`config.mk`:
```
export PLATFORM = sky130hd
export DESIGN_NAME = fft_input_loader_flat
export DESIGN_NICKNAME = d
export VERILOG_FILES = /design/src/rtl/fft_input_loader_if.sv /design/src/rtl/fft_input_loader.sv /design/src/flat_wrapper.sv
export SDC_FILE = /design/constraint.sdc
export NUM_CORES = 1
export LEC_CHECK = 0
export ABC_AREA = 1
export CORE_AREA = 2 2 66 68
export CTS_BUF_LIST = sky130_fd_sc_hd__clkbuf_4 sky130_fd_sc_hd__clkbuf_8
export DETAILED_ROUTE_END_ITERATION = 7
export DIE_AREA = 0 0 68 70
export PLACE_DENSITY = 0.83
export SYNTH_ARGS = -nofsm -noshare
export SYNTH_HDL_FRONTEND = slang
export SYNTH_SLANG_ARGS = --single-unit
```
`constraint.sdc`:
```
create_clock -name iCLK -period 1.51 [get_ports iCLK]
set_clock_uncertainty 0.1 [all_clocks]
set_input_delay 0.151 -clock iCLK [delete_from_list [all_inputs] [get_ports iCLK]]
set_output_delay 0.151 -clock iCLK [all_outputs]
set_load 0.1 [all_outputs]
```
`src/rtl/fft_input_loader_if.sv`:
```
// Sample-side and core-side signals of fft_input_loader, bundled for port use.
// master: the environment (sample source + fft_control + input RAMs).
// slave : the loader itself.
interface fft_input_loader_if #(
  parameter int N_LOG2 = 10,
  parameter int DATA_W = 16
);
  logic [DATA_W-1:0] iDATA;
  logic              iVALID;
  logic              oREADY;
  logic              iFFT_RDY;
  logic              oSTART;
  logic              oBANK_SEL;
  logic [N_LOG2-1:0] oWR_ADDR;
  logic [DATA_W-1:0] oWR_DATA;
  logic              oWE_A;
  logic              oWE_B;
  logic [1:0]        oFULL;

  modport master (
    output iDATA, iVALID, iFFT_RDY,
    input  oREADY, oSTART, oBANK_SEL, oWR_ADDR, oWR_DATA, oWE_A, oWE_B, oFULL
  );

  modport slave (
    input  iDATA, iVALID, iFFT_RDY,
    output oREADY, oSTART, oBANK_SEL, oWR_ADDR, oWR_DATA, oWE_A, oWE_B, oFULL
  );
endinterface

```
`src/rtl/fft_input_loader.sv`:
```
// fft_input_loader: fills two ping-pong input RAM banks from a valid/ready
// sample stream and hands each full frame to fft_control with a start pulse.
// A full bank stays locked until the core reports completion (iFFT_RDY rise).
// Optional build macro FFT_LOADER_DIGITREV_EN: write addresses are the base-4
// digit reversal of the sample index (in-place radix-4 DIT input order);
// otherwise samples are written in natural order.
// N_LOG2 must be even.
module fft_input_loader #(
  parameter int N_LOG2 = 10,
  parameter int DATA_W = 16
) (
  input logic               iCLK,
  input logic               iRESET,
  fft_input_loader_if.slave bus
);

  localparam int DIGITS = N_LOG2 / 2;

  typedef enum logic [1:0] {S_IDLE, S_START, S_ACK, S_RUN} state_t;

  logic [N_LOG2-1:0] cnt;
  logic              wr_bank;
  logic              rd_bank;
  logic [1:0]        full;
  logic              rdy_en;
  logic              accept;
  logic              last;
  logic [1:0]        set_mask;
  logic [1:0]        clr_mask;
  logic              start;
  logic              release_bank;
  state_t            state;
  state_t            state_nxt;

  // Map a sample index to its RAM address.
  function automatic logic [N_LOG2-1:0] addr_of(input logic [N_LOG2-1:0] idx);
`ifdef FFT_LOADER_DIGITREV_EN
    logic [N_LOG2-1:0] r;
    r = '0;
    for (int d = 0; d < DIGITS; d++) begin
      r[2*(DIGITS-1-d) +: 2] = idx[2*d +: 2];
    end
    return r;
`else
    return idx;
`endif
  endfunction

  // rdy_en keeps oREADY low until the first clock after reset release.
  assign bus.oREADY   = rdy_en & ~full[wr_bank];
  assign accept       = bus.iVALID & bus.oREADY;
  assign last         = (cnt == '1);
  assign set_mask     = (accept && last) ? (wr_bank ? 2'b10 : 2'b01) : 2'b00;
  assign clr_mask     = release_bank ? (rd_bank ? 2'b10 : 2'b01) : 2'b00;
  assign bus.oSTART   = start;
  assign bus.oBANK_SEL = rd_bank;
  assign bus.oFULL    = full;

  // Sample counter and fill-bank pointer.
  // NOTE: sequential state uses non-blocking assignments so every flop samples
  // pre-edge values regardless of block ordering.
  always_ff @(posedge iCLK or posedge iRESET) begin
    if (iRESET) begin
      cnt     <= '0;
      wr_bank <= 1'b0;
      rdy_en  <= 1'b0;
    end else begin
      rdy_en <= 1'b1;
      if (accept) begin
        cnt <= cnt + 1'b1;
        if (last) wr_bank <= ~wr_bank;
      end
    end
  end

  // Registered RAM write port, one cycle behind the accept.
  always_ff @(posedge iCLK or posedge iRESET) begin
    if (iRESET) begin
      bus.oWE_A    <= 1'b0;
      bus.oWE_B    <= 1'b0;
      bus.oWR_ADDR <= '0;
      bus.oWR_DATA <= '0;
    end else begin
      bus.oWE_A <= accept & ~wr_bank;
      bus.oWE_B <= accept & wr_bank;
      if (accept) begin
        bus.oWR_ADDR <= addr_of(cnt);
        bus.oWR_DATA <= bus.iDATA;
      end
    end
  end

  // Bank ownership: filler sets, FSM clears; the two never target one bank.
  always_ff @(posedge iCLK or posedge iRESET) begin
    if (iRESET) begin
      full    <= 2'b00;
      rd_bank <= 1'b0;
      state   <= S_IDLE;
    end else begin
      full  <= (full | set_mask) & ~clr_mask;
      state <= state_nxt;
      if (release_bank) rd_bank <= ~rd_bank;
    end
  end

  // Start FSM: launch a full bank, wait for the core to take it, then finish.
  // NOTE: every always_comb output gets a default first so no path leaves it
  // unassigned, which would otherwise infer a latch.
  always_comb begin
    state_nxt    = state;
    start        = 1'b0;
    release_bank = 1'b0;
    unique case (state)
      S_IDLE:  if (full[rd_bank] && bus.iFFT_RDY) state_nxt = S_START;
      S_START: begin
        start     = 1'b1;
        state_nxt = S_ACK;
      end
      S_ACK:   if (!bus.iFFT_RDY) state_nxt = S_RUN;
      S_RUN:   if (bus.iFFT_RDY) begin
        release_bank = 1'b1;
        state_nxt    = S_IDLE;
      end
      default: state_nxt = S_IDLE;
    endcase
  end

endmodule
```
`src/flat_wrapper.sv`:
```
// flat-port wrapper written by rule: the top's interface ports become plain ports
module fft_input_loader_flat 
#(
  parameter int N_LOG2 = 10,
  parameter int DATA_W = 16
)
  (iCLK, iRESET, bus_iDATA, bus_iVALID, bus_iFFT_RDY, bus_oREADY, bus_oSTART, bus_oBANK_SEL, bus_oWR_ADDR, bus_oWR_DATA, bus_oWE_A, bus_oWE_B, bus_oFULL);
  fft_input_loader_if #(.N_LOG2(N_LOG2), .DATA_W(DATA_W)) bus_i ();
  input logic iCLK;
  input logic iRESET;
  input wire logic [$bits(bus_i.iDATA)-1:0] bus_iDATA;
  input wire logic [$bits(bus_i.iVALID)-1:0] bus_iVALID;
  input wire logic [$bits(bus_i.iFFT_RDY)-1:0] bus_iFFT_RDY;
  output wire logic [$bits(bus_i.oREADY)-1:0] bus_oREADY;
  output wire logic [$bits(bus_i.oSTART)-1:0] bus_oSTART;
  output wire logic [$bits(bus_i.oBANK_SEL)-1:0] bus_oBANK_SEL;
  output wire logic [$bits(bus_i.oWR_ADDR)-1:0] bus_oWR_ADDR;
  output wire logic [$bits(bus_i.oWR_DATA)-1:0] bus_oWR_DATA;
  output wire logic [$bits(bus_i.oWE_A)-1:0] bus_oWE_A;
  output wire logic [$bits(bus_i.oWE_B)-1:0] bus_oWE_B;
  output wire logic [$bits(bus_i.oFULL)-1:0] bus_oFULL;
  assign bus_i.iDATA = bus_iDATA;
  assign bus_i.iVALID = bus_iVALID;
  assign bus_i.iFFT_RDY = bus_iFFT_RDY;
  assign bus_oREADY = bus_i.oREADY;
  assign bus_oSTART = bus_i.oSTART;
  assign bus_oBANK_SEL = bus_i.oBANK_SEL;
  assign bus_oWR_ADDR = bus_i.oWR_ADDR;
  assign bus_oWR_DATA = bus_i.oWR_DATA;
  assign bus_oWE_A = bus_i.oWE_A;
  assign bus_oWE_B = bus_i.oWE_B;
  assign bus_oFULL = bus_i.oFULL;
  fft_input_loader #(.N_LOG2(N_LOG2), .DATA_W(DATA_W)) u_core (.iCLK(iCLK), .iRESET(iRESET), .bus(bus_i));
endmodule
```
Yosys cells after proc, flatten, opt, wreduce, memory -nomap -nowiden --
Index checks and enable logic that the tools add are counted.
Operators by class: add/sub/neg operators 1, order comparisons 2, equality and inequality tests 7, multiplexer cells 15, bitwise gates (word level) 10, reduce and logical (&&, ||, !) cells 5
Operators by type and width (count):
- 2-to-1 mux 2 bit | 7
- adder 10 x 1 -> 10 bit (second input constant) | 1
- equality test 10 bit (second input constant) | 1
- case mux 2 bit (4 select lines) | 1
- 2-to-1 mux 1 bit | 7
- AND 1 bit | 4
- equality test 2 bit (second input constant) | 2
- less-than comparator 1 x 2 -> 1 bit (second input constant) | 2
- inequality test 2 bit (second input constant) | 2
- NOT 1 bit | 3
- AND reduction 3 bit | 1
- AND 2 bit | 1
- equality test 2 x 1 -> 1 bit (second input constant) | 1
- logical AND 1 bit | 2
- zero test 2 bit | 1
- inequality test 2 x 1 -> 1 bit (second input constant) | 1
- NOT 2 bit | 1
- OR 2 bit | 1
- AND reduction 2 bit | 1
Storage, ports and cells: register bits after elaboration 45, input bits 20, output and inout port bits 33, word-level logic and storage cells 50

Longest topological paths before layout --
depth after elaboration 9, gate-level depth with buffers 8, mapped depth without buffers 8

Worst setup path before layout --
No wires, ideal clock.
path kind register -> output, start register u_core.full[1] (netlist: u_core.bus.oFULL[1]), end output port bus_oREADY, arrival 1.747 ns, data required time 1.259 ns, setup slack -0.488 ns, stages on the path, launching flop included 4, buffers on the path 0, cells stage by stage dfrtp_1 -> nand2_1 -> nand3_2 -> inv_1
On the way: word-level cells in the longest chain between the ends 4
Ends and longest elaborated chain:
- start: declaration | line fft_input_loader.sv:24 | logic [1:0] full;
- start signal: assignment | line fft_input_loader.sv:100 | full <= (full | set_mask) & ~clr_mask;
- 2-to-1 mux 1 bit (implied by the code) (2 in a row) | line fft_input_loader.sv:50 | assign bus.oREADY = rdy_en & ~full[wr_bank];
- NOT 1 bit | line fft_input_loader.sv:50
- AND 1 bit | line fft_input_loader.sv:50
- end: declaration | line flat_wrapper.sv:14 | output wire logic [$bits(bus_i.oREADY)-1:0] bus_oREADY;
No other way between the ends. The select of a mux whose other input is x is not followed.

Final worst setup path --
start register u_core.wr_bank, end output port bus_oREADY
On the way: word-level cells in the longest chain between the ends 4
Ends and longest elaborated chain:
- start: declaration | line fft_input_loader.sv:22 | logic wr_bank;
- start signal: assignment | line fft_input_loader.sv:71 | if (last) wr_bank <= ~wr_bank;
- 2-to-1 mux 1 bit (implied by the code) (2 in a row) | line fft_input_loader.sv:50
- NOT 1 bit | line fft_input_loader.sv:50
- AND 1 bit | line fft_input_loader.sv:50
No other way between the ends. The select of a mux whose other input is x is not followed.

==> results.py <==
metrics = {
    "synth": {
        "synth_xor_area_frac": 0.0311,
        "syn_inst": 227,
        "synth_top_family_by_area": "simple AND/OR/NAND/NOR gates",
        "ys_warn_count": 0,
        "synth-simple-area-share": 0.259,
        "synth_compound_area_frac": 0.0380,
        "synth_seq_area_share": 0.571,
        "synth_nets": 252,
        "synth_mux_area_frac": 0.00507,
        "avgSynthCellArea_sq_um": 8.69,
        "ys_types": 21,
        "yosys.area_share.adder": 0.0317,
        "ys_seq_elements": 45,
        "syn_area_sq_um": 1970,
    },
    "drt": {
        "drtIter0Drc": 132,
        "ant_nets": 0,
        "totalWireLength_microns": 4250,
        "wire_per_inst_microns": 12.2,
        "dr_total_vias": 1654,
        "drc": 0,
        "routed_via_density": 4.75,
        "drtPass1Iterations": 5,
    },
    "critical_path": {
        "rr_worst_depth": 7,
        "crit_path_end_kind": "output port",
        "path_max_fanout": 3,
        "start_kind": "flip-flop",
        "critical_path_class": "flip-flop to output port",
        "arrival_ns": 1.25,
        "required_ns": 1.26,
    },
    "clocking": {
        "htree_levels": 2,
        "cts_tree": "yes",
        "cts_buffer_depth": 2,
        "cts-root-buf": "clkbuf_8",
        "clock_sinks": 45,
        "worstSkewPairLatency_ns": 0.30,
        "clk_pin_slew_ns": 0.08,
        "cts_buffers": 5,
    },
    "floorplanning": {
        "start_util": 0.476,
        "coreArea_sq_um": 4140,
        "fp.dieW_microns": 68,
        "die_h_microns": 70,
        "dieArea_sq_um": 4760,
        "ios": 53,
        "row_count": 24,
    },
    "sta": {
        "grt_setup_unrepaired": "yes",
        "finalCriticalPeriod_ns": 1.50,
        "period_share": 0.992,
        "drv_slew": 0,
        "hold_violations": 0,
        "setup_tns_ns": 0,
        "hold_slack_ns": 0.106,
        "max_freq_mhz": 667,
        "finalSetupViolations": 0,
    },
    "global_route": {
        "antenna_found_initial": 0,
        "grt.total_usage": 0.201,
        "grt_max_degree": 46,
        "overflow": 0,
        "grt_pass1_vias": 1658,
        "grt_pass1_wl_microns": 7290,
    },
    "cells_and_area": {
        "synthToLayoutAreaGrowth_pct": 57.8,
        "drive_gt1_frac": 0.240,
        "num-nets-final": 320,
        "stdcell_count": 348,
        "fill_cells": 283,
        "antenna_cells": 0,
    },
    "place": {
        "port-buffer-count": 52,
        "hpwl_microns": 3060,
        "gp_congestion": 0.873,
        "placed_cells": 335,
    },
    "status": {
        "outcome": "complete, no violations",
    },
    "run": {
        "max_cap_violations": 0,
    },
    "min_path": {
        "hp-class": "input pin to async pin",
    },
}
==> worst max-delay path, stage by stage (launching register included) <==
cell        delay, ns
dfrtp_1          0.44
inv_2            0.10
nand2_4          0.07
nand3_4          0.07
clkinvlp_4       0.09
buf_12           0.17
==> per-stage QoR <==
| step | instance area, sq um | util | setup WS (ns) |
|---|---|---|---|
| after floorplan | 2000 | - | 0.00190 |
| after global placement | 2960 | 0.715 | 0.00337 |
| after detailed placement | 2960 | 0.715 | -0.0644 |
| after CTS | 3090 | 0.745 | 0.0107 |
| after global routing | 3110 | 0.751 | -0.0509 |
| final | 3110 | 0.751 | 0.0119 |
==> state kept, by name, indices dropped and copies added (netlist names) <==
register	flops
u_core.cnt	10
u_core.rdy_en	1
u_core.bus.oWE_A	1
u_core.bus.oBANK_SEL	1
u_core.wr_bank	1
u_core.bus.oWR_ADDR	10
u_core.bus.oFULL	2
u_core.state	2
u_core.bus.oWE_B	1
u_core.bus.oWR_DATA	16
==> Yosys cell counts <==
| master | count | area [sq um] |
|---|---|---|
| xnor2_1 | 1 | 8.76 |
| xor2_1 | 6 | 52.6 |
| buf_6 | 2 | 22.5 |
| clkbuf_1 | 2 | 7.51 |
| ha_1 | 5 | 62.6 |
| buf_2 | 2 | 10.0 |
| buf_4 | 1 | 7.51 |
| mux2i_1 | 1 | 10.0 |
| a21oi_1 | 3 | 15.0 |
| nand4_1 | 2 | 12.5 |
| nand2_1 | 99 | 372 |
| o21ai_0 | 12 | 60.1 |
| nand3_2 | 1 | 10.0 |
| nand3_1 | 4 | 20.0 |
| nand2_2 | 1 | 6.26 |
| nor2_1 | 17 | 63.8 |
| nand4_4 | 1 | 21.3 |
| dfrtp_1 | 45 | 1130 |
| inv_1 | 20 | 75.1 |
| nor2_2 | 1 | 6.26 |
| conb_1 | 1 | 3.75 |
==> path summary, 6_finish.rpt <==
check,from,endpoint,slack [ns]
max in group asynchronous,iRESET,u_core.bus.oFULL[0],0.96
max,u_core.wr_bank,bus_oREADY,0.01
max reg2reg,u_core.wr_bank,u_core.bus.oWR_DATA[3],0.02
min,iRESET,u_core.bus.oBANK_SEL,0.11
min in group iCLK,bus_iDATA[13],u_core.bus.oWR_DATA[13],0.29
min reg2reg,u_core.cnt[8],u_core.cnt[8],0.44
==> cells by family (layout without fill, tap and decap cells) <==
group	after synthesis	count (layout)
flip-flops	45	45
AND/OR/NAND/NOR	126	126
buffers and inverters	27	96
XOR/XNOR	7	7
AO/OA/AOI/OAI	15	15
adder cells (fa/ha/maj)	5	5
other	1	1
multiplexers	1	1
==> final cells by class <==
cell class,instances,area [sq um],share of cell area
Clock buffer,8,97.6,0.0314
Tap cell,52,65.1,0.0209
Timing Repair Buffer,68,983,0.316
Sequential cell,45,1130,0.365
Inverter,20,78.8,0.0253
Multi-Input combinational cell,155,753,0.242
==> placed cells by master (no fill, tap or decap) <==
master	instances
a21oi_1	2
a21oi_2	1
buf_12	34
buf_4	15
clkbuf_4	2
clkbuf_8	6
clkdlybuf4s50_1	19
clkinvlp_4	1
conb_1	1
dfrtp_1	42
dfrtp_2	1
dfrtp_4	2
ha_1	5
inv_1	17
inv_2	2
mux2i_1	1
nand2_1	98
nand2_4	2
nand3_1	4
nand3_4	1
nand4_1	2
nand4_4	1
nor2_1	15
nor2_2	3
o21ai_0	12
xnor2_1	1
xor2_1	6
==> what timing repair did <==
action	CTS	global route
hold buffers	0	0
setup buffers	3	2
gates resized for setup	2	3
setup endpoints to repair	13	25
==> routing by layer <==
| metal | GRT usage | wire length (microns) | up-vias |
|---|---|---|---|
| met5 | 0 | 0 | - |
| met4 | 0.0800 | 62 | 0 |
| met3 | 0.0499 | 237 | 6 |
| met2 | 0.319 | 2160 | 44 |
| met1 | 0.260 | 1780 | 778 |
| li1 | - | - | 826 |
Power is left out: the tool's default activity adds up to more than one toggle a clock period on the data nets, which glitch-free logic cannot reach.
